File: config.mk
export PLATFORM = sky130hd
export DESIGN_NAME = match_sequencer_flat
export DESIGN_NICKNAME = d
export VERILOG_FILES = /design/src/rtl/match_sequencer_if.sv /design/src/rtl/match_sequencer.sv /design/src/flat_wrapper.sv
export SDC_FILE = /design/constraint.sdc
export NUM_CORES = 1
export LEC_CHECK = 0
export ABC_CLOCK_PERIOD_IN_PS = 2600
export BUFFER_PORTS_ARGS = -buffer_cell sky130_fd_sc_hd__buf_2
export CAP_MARGIN = 10
export CORE_UTILIZATION = 60
export DETAILED_ROUTE_END_ITERATION = 8
export GPL_ROUTABILITY_DRIVEN = 0
export HOLD_SLACK_MARGIN = 0.08
export PLACE_DENSITY = 0.8
export SLEW_MARGIN = 20
export SYNTH_ARGS = -nofsm -noshare
export SYNTH_HDL_FRONTEND = slang
export SYNTH_SLANG_ARGS = --single-unit
File: constraint.sdc
create_clock -name clk -period 2.6 [get_ports clk]
set_input_delay 0.39 -clock clk [delete_from_list [all_inputs] [get_ports clk]]
set_output_delay 0.39 -clock clk [all_outputs]
set_load 0.02 [all_outputs]
File: src/rtl/match_sequencer_if.sv
// Signal bundle between the match sequencer and its surroundings
// (start button, ball controller, score display).
interface match_sequencer_if;
    logic       start_button;
    logic       score_to_team1;
    logic       score_to_team2;
    logic       ball_enable;
    logic       ball_restart;
    logic       serve_dir;
    logic [3:0] team1_points;
    logic [3:0] team2_points;
    logic [1:0] winner;
    logic [2:0] state_out;

    // master: the sequencer itself; slave: ball controller, button and display side
    modport master (
        input  start_button, score_to_team1, score_to_team2,
        output ball_enable, ball_restart, serve_dir,
               team1_points, team2_points, winner, state_out
    );

    modport slave (
        output start_button, score_to_team1, score_to_team2,
        input  ball_enable, ball_restart, serve_dir,
               team1_points, team2_points, winner, state_out
    );
endinterface

File: src/rtl/match_sequencer.sv
// Game-flow controller: idle, serve countdown, live play, post-goal pause and
// game over. Keeps the score and gates/recentres the ball.
module match_sequencer #(
    parameter int WIN_SCORE   = 7,
    parameter int SERVE_DELAY = 50000000,
    parameter int PAUSE_DELAY = 100000000,
    parameter int CNT_WIDTH   = 27
) (
    input  logic               clk,
    input  logic               rst,
    match_sequencer_if.master  bus
);

    localparam logic [2:0] IDLE       = 3'd0;
    localparam logic [2:0] SERVE      = 3'd1;
    localparam logic [2:0] PLAY       = 3'd2;
    localparam logic [2:0] GOAL_PAUSE = 3'd3;
    localparam logic [2:0] GAME_OVER  = 3'd4;

    // The delay counter is loaded with DELAY-1 and leaves its state on reaching 0.
    localparam logic [CNT_WIDTH-1:0] SERVE_LOAD = CNT_WIDTH'(SERVE_DELAY - 1);
    localparam logic [CNT_WIDTH-1:0] PAUSE_LOAD = CNT_WIDTH'(PAUSE_DELAY - 1);
    localparam logic [CNT_WIDTH-1:0] CNT_ONE    = CNT_WIDTH'(1);
    localparam logic [3:0]           WIN_PTS    = 4'(WIN_SCORE);

    logic [2:0]           state, state_d;
    logic [CNT_WIDTH-1:0] cnt, cnt_d;
    logic [3:0]           t1_pts, t1_pts_d, t2_pts, t2_pts_d;
    logic [1:0]           win, win_d;
    logic                 dir, dir_d;
    logic                 restart, restart_d;
    logic                 enable;
    logic                 start_q, s1_q, s2_q;

    logic start_rise, goal1, goal2;
    logic [3:0] t1_inc, t2_inc;

    assign start_rise = bus.start_button & ~start_q;
    assign goal1      = bus.score_to_team1 & ~s1_q;
    assign goal2      = bus.score_to_team2 & ~s2_q;

    // Saturating increments; a legal WIN_SCORE ends the game before 15.
    assign t1_inc = (t1_pts == 4'hF) ? t1_pts : t1_pts + 4'd1;
    assign t2_inc = (t2_pts == 4'hF) ? t2_pts : t2_pts + 4'd1;

    always_comb begin
        // NOTE: every variable gets a default before the case so no path leaves it unassigned (no latch).
        state_d   = state;
        cnt_d     = cnt;
        t1_pts_d  = t1_pts;
        t2_pts_d  = t2_pts;
        win_d     = win;
        dir_d     = dir;
        restart_d = 1'b0;

        case (state)
            IDLE, GAME_OVER: begin
                if (start_rise) begin
                    state_d   = SERVE;
                    cnt_d     = SERVE_LOAD;
                    t1_pts_d  = 4'd0;
                    t2_pts_d  = 4'd0;
                    win_d     = 2'b00;
                    restart_d = 1'b1;
                end
            end

            SERVE: begin
                if (cnt == '0) state_d = PLAY;
                else           cnt_d   = cnt - CNT_ONE;
            end

            PLAY: begin
                if (goal1 || goal2) begin
                    state_d = GOAL_PAUSE;
                    cnt_d   = PAUSE_LOAD;
                    // Simultaneous goals cancel out: pause, but no point and no serve change.
                    if (goal1 && !goal2) begin
                        t1_pts_d = t1_inc;
                        dir_d    = 1'b0;
                        if (t1_inc == WIN_PTS) begin
                            state_d = GAME_OVER;
                            win_d   = 2'b01;
                        end
                    end else if (goal2 && !goal1) begin
                        t2_pts_d = t2_inc;
                        dir_d    = 1'b1;
                        if (t2_inc == WIN_PTS) begin
                            state_d = GAME_OVER;
                            win_d   = 2'b10;
                        end
                    end
                end
            end

            GOAL_PAUSE: begin
                if (cnt == '0) begin
                    state_d   = SERVE;
                    cnt_d     = SERVE_LOAD;
                    restart_d = 1'b1;
                end else begin
                    cnt_d = cnt - CNT_ONE;
                end
            end

            default: state_d = IDLE;
        endcase
    end

    always_ff @(posedge clk) begin
        // NOTE: state uses non-blocking assignments so every register samples the pre-edge values.
        if (rst) begin
            state   <= IDLE;
            cnt     <= '0;
            t1_pts  <= 4'd0;
            t2_pts  <= 4'd0;
            win     <= 2'b00;
            dir     <= 1'b0;
            restart <= 1'b0;
            enable  <= 1'b0;
            start_q <= 1'b0;
            s1_q    <= 1'b0;
            s2_q    <= 1'b0;
        end else begin
            state   <= state_d;
            cnt     <= cnt_d;
            t1_pts  <= t1_pts_d;
            t2_pts  <= t2_pts_d;
            win     <= win_d;
            dir     <= dir_d;
            restart <= restart_d;
            // Registered from the next state so the ball moves on the very first PLAY cycle.
            enable  <= (state_d == PLAY);
            start_q <= bus.start_button;
            s1_q    <= bus.score_to_team1;
            s2_q    <= bus.score_to_team2;
        end
    end

    assign bus.ball_enable  = enable;
    assign bus.ball_restart = restart;
    assign bus.serve_dir    = dir;
    assign bus.team1_points = t1_pts;
    assign bus.team2_points = t2_pts;
    assign bus.winner       = win;
    assign bus.state_out    = state;

endmodule
File: src/flat_wrapper.sv
// flat-port wrapper written by rule: the top's interface ports become plain ports
module match_sequencer_flat 
#(
    parameter int WIN_SCORE   = 7,
    parameter int SERVE_DELAY = 50000000,
    parameter int PAUSE_DELAY = 100000000,
    parameter int CNT_WIDTH   = 27
)
  (clk, rst, bus_start_button, bus_score_to_team1, bus_score_to_team2, bus_ball_enable, bus_ball_restart, bus_serve_dir, bus_team1_points, bus_team2_points, bus_winner, bus_state_out);
  match_sequencer_if bus_i ();
  input  logic clk;
  input  logic rst;
  input wire logic [$bits(bus_i.start_button)-1:0] bus_start_button;
  input wire logic [$bits(bus_i.score_to_team1)-1:0] bus_score_to_team1;
  input wire logic [$bits(bus_i.score_to_team2)-1:0] bus_score_to_team2;
  output wire logic [$bits(bus_i.ball_enable)-1:0] bus_ball_enable;
  output wire logic [$bits(bus_i.ball_restart)-1:0] bus_ball_restart;
  output wire logic [$bits(bus_i.serve_dir)-1:0] bus_serve_dir;
  output wire logic [$bits(bus_i.team1_points)-1:0] bus_team1_points;
  output wire logic [$bits(bus_i.team2_points)-1:0] bus_team2_points;
  output wire logic [$bits(bus_i.winner)-1:0] bus_winner;
  output wire logic [$bits(bus_i.state_out)-1:0] bus_state_out;
  assign bus_i.start_button = bus_start_button;
  assign bus_i.score_to_team1 = bus_score_to_team1;
  assign bus_i.score_to_team2 = bus_score_to_team2;
  assign bus_ball_enable = bus_i.ball_enable;
  assign bus_ball_restart = bus_i.ball_restart;
  assign bus_serve_dir = bus_i.serve_dir;
  assign bus_team1_points = bus_i.team1_points;
  assign bus_team2_points = bus_i.team2_points;
  assign bus_winner = bus_i.winner;
  assign bus_state_out = bus_i.state_out;
  match_sequencer #(.WIN_SCORE(WIN_SCORE), .SERVE_DELAY(SERVE_DELAY), .PAUSE_DELAY(PAUSE_DELAY), .CNT_WIDTH(CNT_WIDTH)) u_core (.clk(clk), .rst(rst), .bus(bus_i));
endmodule
Word-level counts from Yosys, hierarchy flattened
Cells that the tools add are included.
{"block": "word_totals", "word_cells": 90, "n_memories": 0, "latchBits": 0, "register_bits": 46, "ram_bits": 0, "input_bits": 5, "rom_bits": 0}
{"block": "classes", "div": 0, "shift": 0, "n_reduce_logical": 16, "muxes": 36, "bitwise": 6, "add_sub_neg": 3, "eq_ne": 18, "n_lt_le_gt_ge": 0, "n_mul": 0}
{"operator": "2-to-1 mux 27 bit", "n": 4}
{"operator": "case mux 27 bit (4 select lines)", "n": 1}
{"operator": "2-to-1 mux 4 bit", "n": 8}
{"operator": "logical NOT 27 bit", "n": 1}
{"operator": "subtractor 27 x 1 -> 27 bit, second input constant", "n": 1}
{"operator": "2-to-1 mux 3 bit", "n": 8}
{"operator": "case mux 4 bit (2 select lines)", "n": 2}
{"operator": "2-to-1 mux 2 bit", "n": 6}
{"operator": "case mux 3 bit (4 select lines)", "n": 1}
{"operator": "== test 3 x 2 -> 1 bit, second input constant", "n": 3}
{"operator": "adder 4 x 1 -> 4 bit, second input constant", "n": 2}
{"operator": "== test 4 x 3 -> 1 bit, second input constant", "n": 2}
{"operator": "== test 4 bit, second input constant", "n": 2}
{"operator": "inequality test 2 x 1 -> 1 bit, second input constant", "n": 4}
{"operator": "AND reduction 4 bit", "n": 2}
{"operator": "inequality test 3 x 1 -> 1 bit, second input constant", "n": 2}
{"operator": "AND reduction 6 bit", "n": 1}
{"operator": "AND reduction 5 bit", "n": 1}
{"operator": "2-to-1 mux 1 bit", "n": 4}
{"operator": "inequality test 2 bit, second input constant", "n": 2}
{"operator": "case mux 2 bit (2 select lines)", "n": 1}
{"operator": "nonzero test 2 bit", "n": 2}
{"operator": "nonzero test 4 bit", "n": 1}
{"operator": "AND 1 bit", "n": 3}
{"operator": "other kinds (11)", "n": 15}

Depth between registers and ports, before layout
{"block": "logic_depth", "ltp_word": 9, "ltp_mapped": 10, "mapped_depth_nobuf": 9}

Least setup slack after synthesis
OpenSTA, ideal clock, no wires.
{"block": "synth_timing", "path_type": "input to register", "startpoint": "in bus_score_to_team2", "endpoint": "reg u_core.cnt[15]", "setup_time_ps": 129, "t_arrival_ps": 2080, "setup_slack_ps": 391, "path_buffers": 1, "path_stages": 10, "required_time_ps": 2471, "path_cell_list": "nor2b_1 -> inv_1 -> ha_1 -> nand2b_1 -> a21oi_1 -> nor2_1 -> clkbuf_1 -> nor4_1 -> xnor2_1 -> o21ai_0"}
{"block": "synth_via", "elab_chain_cells": 4}
{"element": "from (decl)", "line_no": "flat_wrapper.sv:15", "text": "input wire logic [$bits(bus_i.score_to_team2)-1:0] bus_score_to_team2;"}
{"element": "AND 1 bit", "line_no": "match_sequencer.sv:40", "text": "assign goal2 = bus.score_to_team2 & ~s2_q;"}
{"element": "logical OR 1 bit", "line_no": "match_sequencer.sv:74", "text": "if (goal1 || goal2) begin"}
{"element": "inequality test 2 x 1 -> 1 bit (no source line)"}
{"element": "AND reduction 4 bit (no source line)"}
{"element": "to (signal assigned)", "line_no": "match_sequencer.sv:126", "text": "cnt <= cnt_d;"}
{"element": "to (decl)", "line_no": "match_sequencer.sv:27", "text": "logic [CNT_WIDTH-1:0] cnt, cnt_d;"}
Every way passes these cells.
A chain may end at the register's enable or synchronous reset.

Worst setup path in the final report
{"block": "layout_timing", "startpoint": "reg u_core.s1_q", "endpoint": "reg u_core.cnt[2]"}
{"block": "layout_via", "elab_chain_cells": 5}
{"element": "from (decl)", "line_no": "match_sequencer.sv:33", "text": "logic start_q, s1_q, s2_q;"}
{"element": "from (signal assigned)", "line_no": "match_sequencer.sv:135", "text": "s1_q <= bus.score_to_team1;"}
{"element": "NOT 1 bit", "line_no": "match_sequencer.sv:39", "text": "assign goal1 = bus.score_to_team1 & ~s1_q;"}
{"element": "AND 1 bit", "line_no": "match_sequencer.sv:39"}
{"element": "logical OR 1 bit", "line_no": "match_sequencer.sv:74"}
{"element": "inequality test 2 x 1 -> 1 bit (no source line)"}
{"element": "AND reduction 4 bit (no source line)"}
Every way passes these cells.

==> flow_summary.toml <==
[floorplan]
dieArea_um2 = 4640
initial_core_util = 0.642
ios = 21
dieHeight_um = 68.1
chipWidth_um = 68.1
core_area_um2 = 4090
fp-row-count = 23

[power]
ir_worst_vdd_mv = 0.331
internal-power_mw = 1.11
leakagePower_nw = 1.08
pwr-share-seq = 0.507
total_power_mw = 1.65
p_switching_uw = 544
power_switching_share = 0.329
p_per_area_nw_per_um2 = 574
p_clk_frac = 0.250
share_comb_of_total_power = 0.243

[global_route]
grt_usage = 0.290
grt_start_max_net_pins = 44
antenna_found_initial = 0
grt_pass1_vias = 2202
grt_overflow = 0
grt_pass1_wl_um = 10200

[synthesis]
synthArstFlopShare = 0
synth_top_cell_area_share = 0.351
synth_flop_cell = "dfxtp_1"
yosysTopAreaCell = "dfxtp_1"
syn_nets = 335
seq_area_frac_synth = 0.351
synth-seq-cells = 46
synth_area_um2 = 2630
yosys-top-cells-area = "dfxtp_1 (35%), nor2_1 (5.4%), xnor2_1 (4.7%)"
synthCells = 323
synth_warnings = 0
synth_edf_count = 0
avgSynthCellArea_um2 = 8.13
netlist-cell-type-count = 54

[critical_path]
r2r_setup_slack_ns = 0.20
startpoint_type = "register"
reg2reg_from = "u_core.s1_q"
crit_chain = "nand2b_1, ha_1, nand2b_1, a21oi_1, nor2_1, nor2_1, buf_4, a22oi_1, o21ai_0"
cp-end-kind = "register"
cp_slowest_cell = "nor2_1"
crit_fanout = 14
rr_endpoint = "u_core.cnt[2]"
worstSetupPathType = "reg -> reg"
crit_arrival_ns = 2.58
rr_worst_depth = 9
crit_required_ns = 2.78
cpPeakStageDelay_ns = 0.70

[clock_tree]
ctsHtreeMaxLevel = 2
cts_max_path_buffers = 2
cts_tree = "built"
postCtsHoldBufs = 0
cts_resized = 0
clock-root-buffer = "clkbuf_8"
clk_latency_ns = 0.30
postCtsSetupBuffers = 0
cts_sinks = 46
cts_made_buffers = 5
clkSlewWorstSetupHoldPaths_ns = 0.09

[detailed_routing]
via_per_inst = 6.51
final_antenna_net_count = 0
first_pass_iters = 6
num_vias = 2584
wirelength_um = 6350
drtIter0Drc = 255
route.detailed.drc = 0
avgRoutedWirePerCell_um = 16.0

[final_layout]
nets = 359
fin_cells = 397
filler_cell_count = 346
layout-drive-gt1-share = 0.135
regArea_um2 = 921
area_growth_pct = 9.72
n_antenna_cell = 0
multi_input_area_um2 = 1600

[run]
max_cap_violations = 0

[placed_design]
dpl.cell_count = 390
portBuffers = 20
dpl.hpwl_um = 4610
post-place-ws_ns = -0.0165

[worst_hold_path]
whs_path_depth = 2
hold_path.class = "in -> reg"
holdPathEnd = "u_core.s2_q"
min_from = "bus_score_to_team2"

[timing]
worst_pin_slew_ns = 0.884
fin_tns_setup_ns = 0
setup_viol = 0
fin_crit_ns = 2.40
finalHoldViolCount = 0
fin_crit_sh = 0.922
rsz0062_at_grt = "false"
fmax_ghz = 0.417
drv_slew = 0
max-slew-margin-rel = 0.409
setup_slack_ns = 0.202
fin_skew_ns = 0.0135

[run_status]
status = "finished, final reports clean"
==> synthesized netlist by cell type, types with 5 or more instances <==
master	number
clkbuf_1	8
inv_1	6
and3_1	6
nor2b_1	6
dfxtp_1	46
o21ai_0	22
nand3_1	13
ha_1	7
a211oi_1	6
nand2b_1	7
nand4_1	5
or3_1	10
buf_2	5
nand2_1	17
or4_1	6
a21oi_1	12
nor2_1	38
nor3_1	19
xnor2_1	14
nor4_1	14
==> area by class of cell <==
| type | instances | share of cell area |
|---|---|---|
| flip-flops and latches | 46 | 0.320 |
| repair buffers | 32 | 0.0660 |
| multi-input cells | 255 | 0.557 |
| well taps | 50 | 0.0217 |
| inverters | 7 | 0.00912 |
| clock buffers | 7 | 0.0265 |
==> cell families after synthesis <==
| kind of cell | Yosys count | synth area share |
|---|---|---|
| simple gates | 159 | 0.337 |
| compound gates | 71 | 0.179 |
| flops | 46 | 0.351 |
| buf+inv | 22 | 0.0381 |
| xor+xnor | 16 | 0.0534 |
| fa+ha+maj | 7 | 0.0334 |
| mux | 2 | 0.00763 |
==> metal layers <==
metal  wire length (um)  track usage  vias up
met2               2720        0.413      126
met1               2990        0.418     1190
met3                565       0.0700       11
met4                 79        0.102        0
li1                   -            -     1257
met5                  0            0        -
==> critical path: cells and delay by family (launching register included) <==
| family | cells | cell delay (ns) |
|---|---|---|
| simple gates | 4 | 1.19 |
| compound gates | 3 | 0.37 |
| flops | 1 | 0.30 |
| buf+inv | 1 | 0.22 |
| fa+ha+maj | 1 | 0.21 |
==> registers in the layout (all words and copies together), names as in the netlist <==
signal                   cells
u_core.s1_q                  1
u_core.bus.ball_enable       1
u_core.bus.team2_points      4
u_core.start_q               1
u_core.bus.serve_dir         1
u_core.bus.winner            2
u_core.bus.team1_points      4
u_core.s2_q                  1
u_core.bus.ball_restart      1
u_core.cnt                  27
u_core.bus.state_out         3
==> metrics by stage <==
| step | hold slack, ns | util | instance area, um^2 |
|---|---|---|---|
| 3_5_place_dp | 0.497 | 0.686 | 2800 |
| 6_report | 0.315 | 0.705 | 2880 |
| 4_1_cts | 0.320 | 0.705 | 2880 |
| 5_1_grt | 0.329 | 0.705 | 2880 |
| 3_3_place_gp | 0.486 | 0.686 | 2800 |
| 2_1_floorplan | 0.467 | - | 2630 |
==> layout by cell type, fill, tap and decap left out, drive strengths merged, types with 3 or more instances in the layout <==
cell type,n
nand3,14
a21oi,13
nand4,5
nor4,18
a211oi,6
nand2,17
ha,7
nor3,19
dfxtp,46
and3,6
or3,10
nor2,38
a41oi,3
xnor2,14
o221ai,3
buf,32
nor2b,6
or4,6
clkbuf,7
inv,7
o31ai,4
nor4b,3
nand2b,7
nor3b,3
a22oi,4
o21ai,24
==> power by group through the flow <==
stage	Clock (mW)	Combinational, mW	Sequential [mW]
floorplan	0	0.302	0.834
global placement	0	0.381	0.849
detailed placement	0	0.390	0.852
CTS	0.416	0.393	0.836
global route	0.443	0.441	0.846
finish	0.413	0.402	0.838
==> worst max-delay path by stage <==
stage	start	to
6_report	u_core.s1_q	u_core.cnt[2]
5_1_grt	u_core.s1_q	u_core.cnt[2]
4_1_cts	u_core.s1_q	u_core.cnt[2]
3_5_place_dp	bus_score_to_team2	u_core.cnt[2]
3_3_place_gp	bus_score_to_team2	u_core.cnt[2]
2_1_floorplan	bus_score_to_team2	u_core.cnt[15]
Note: power is estimated with default switching activity, not from simulation.
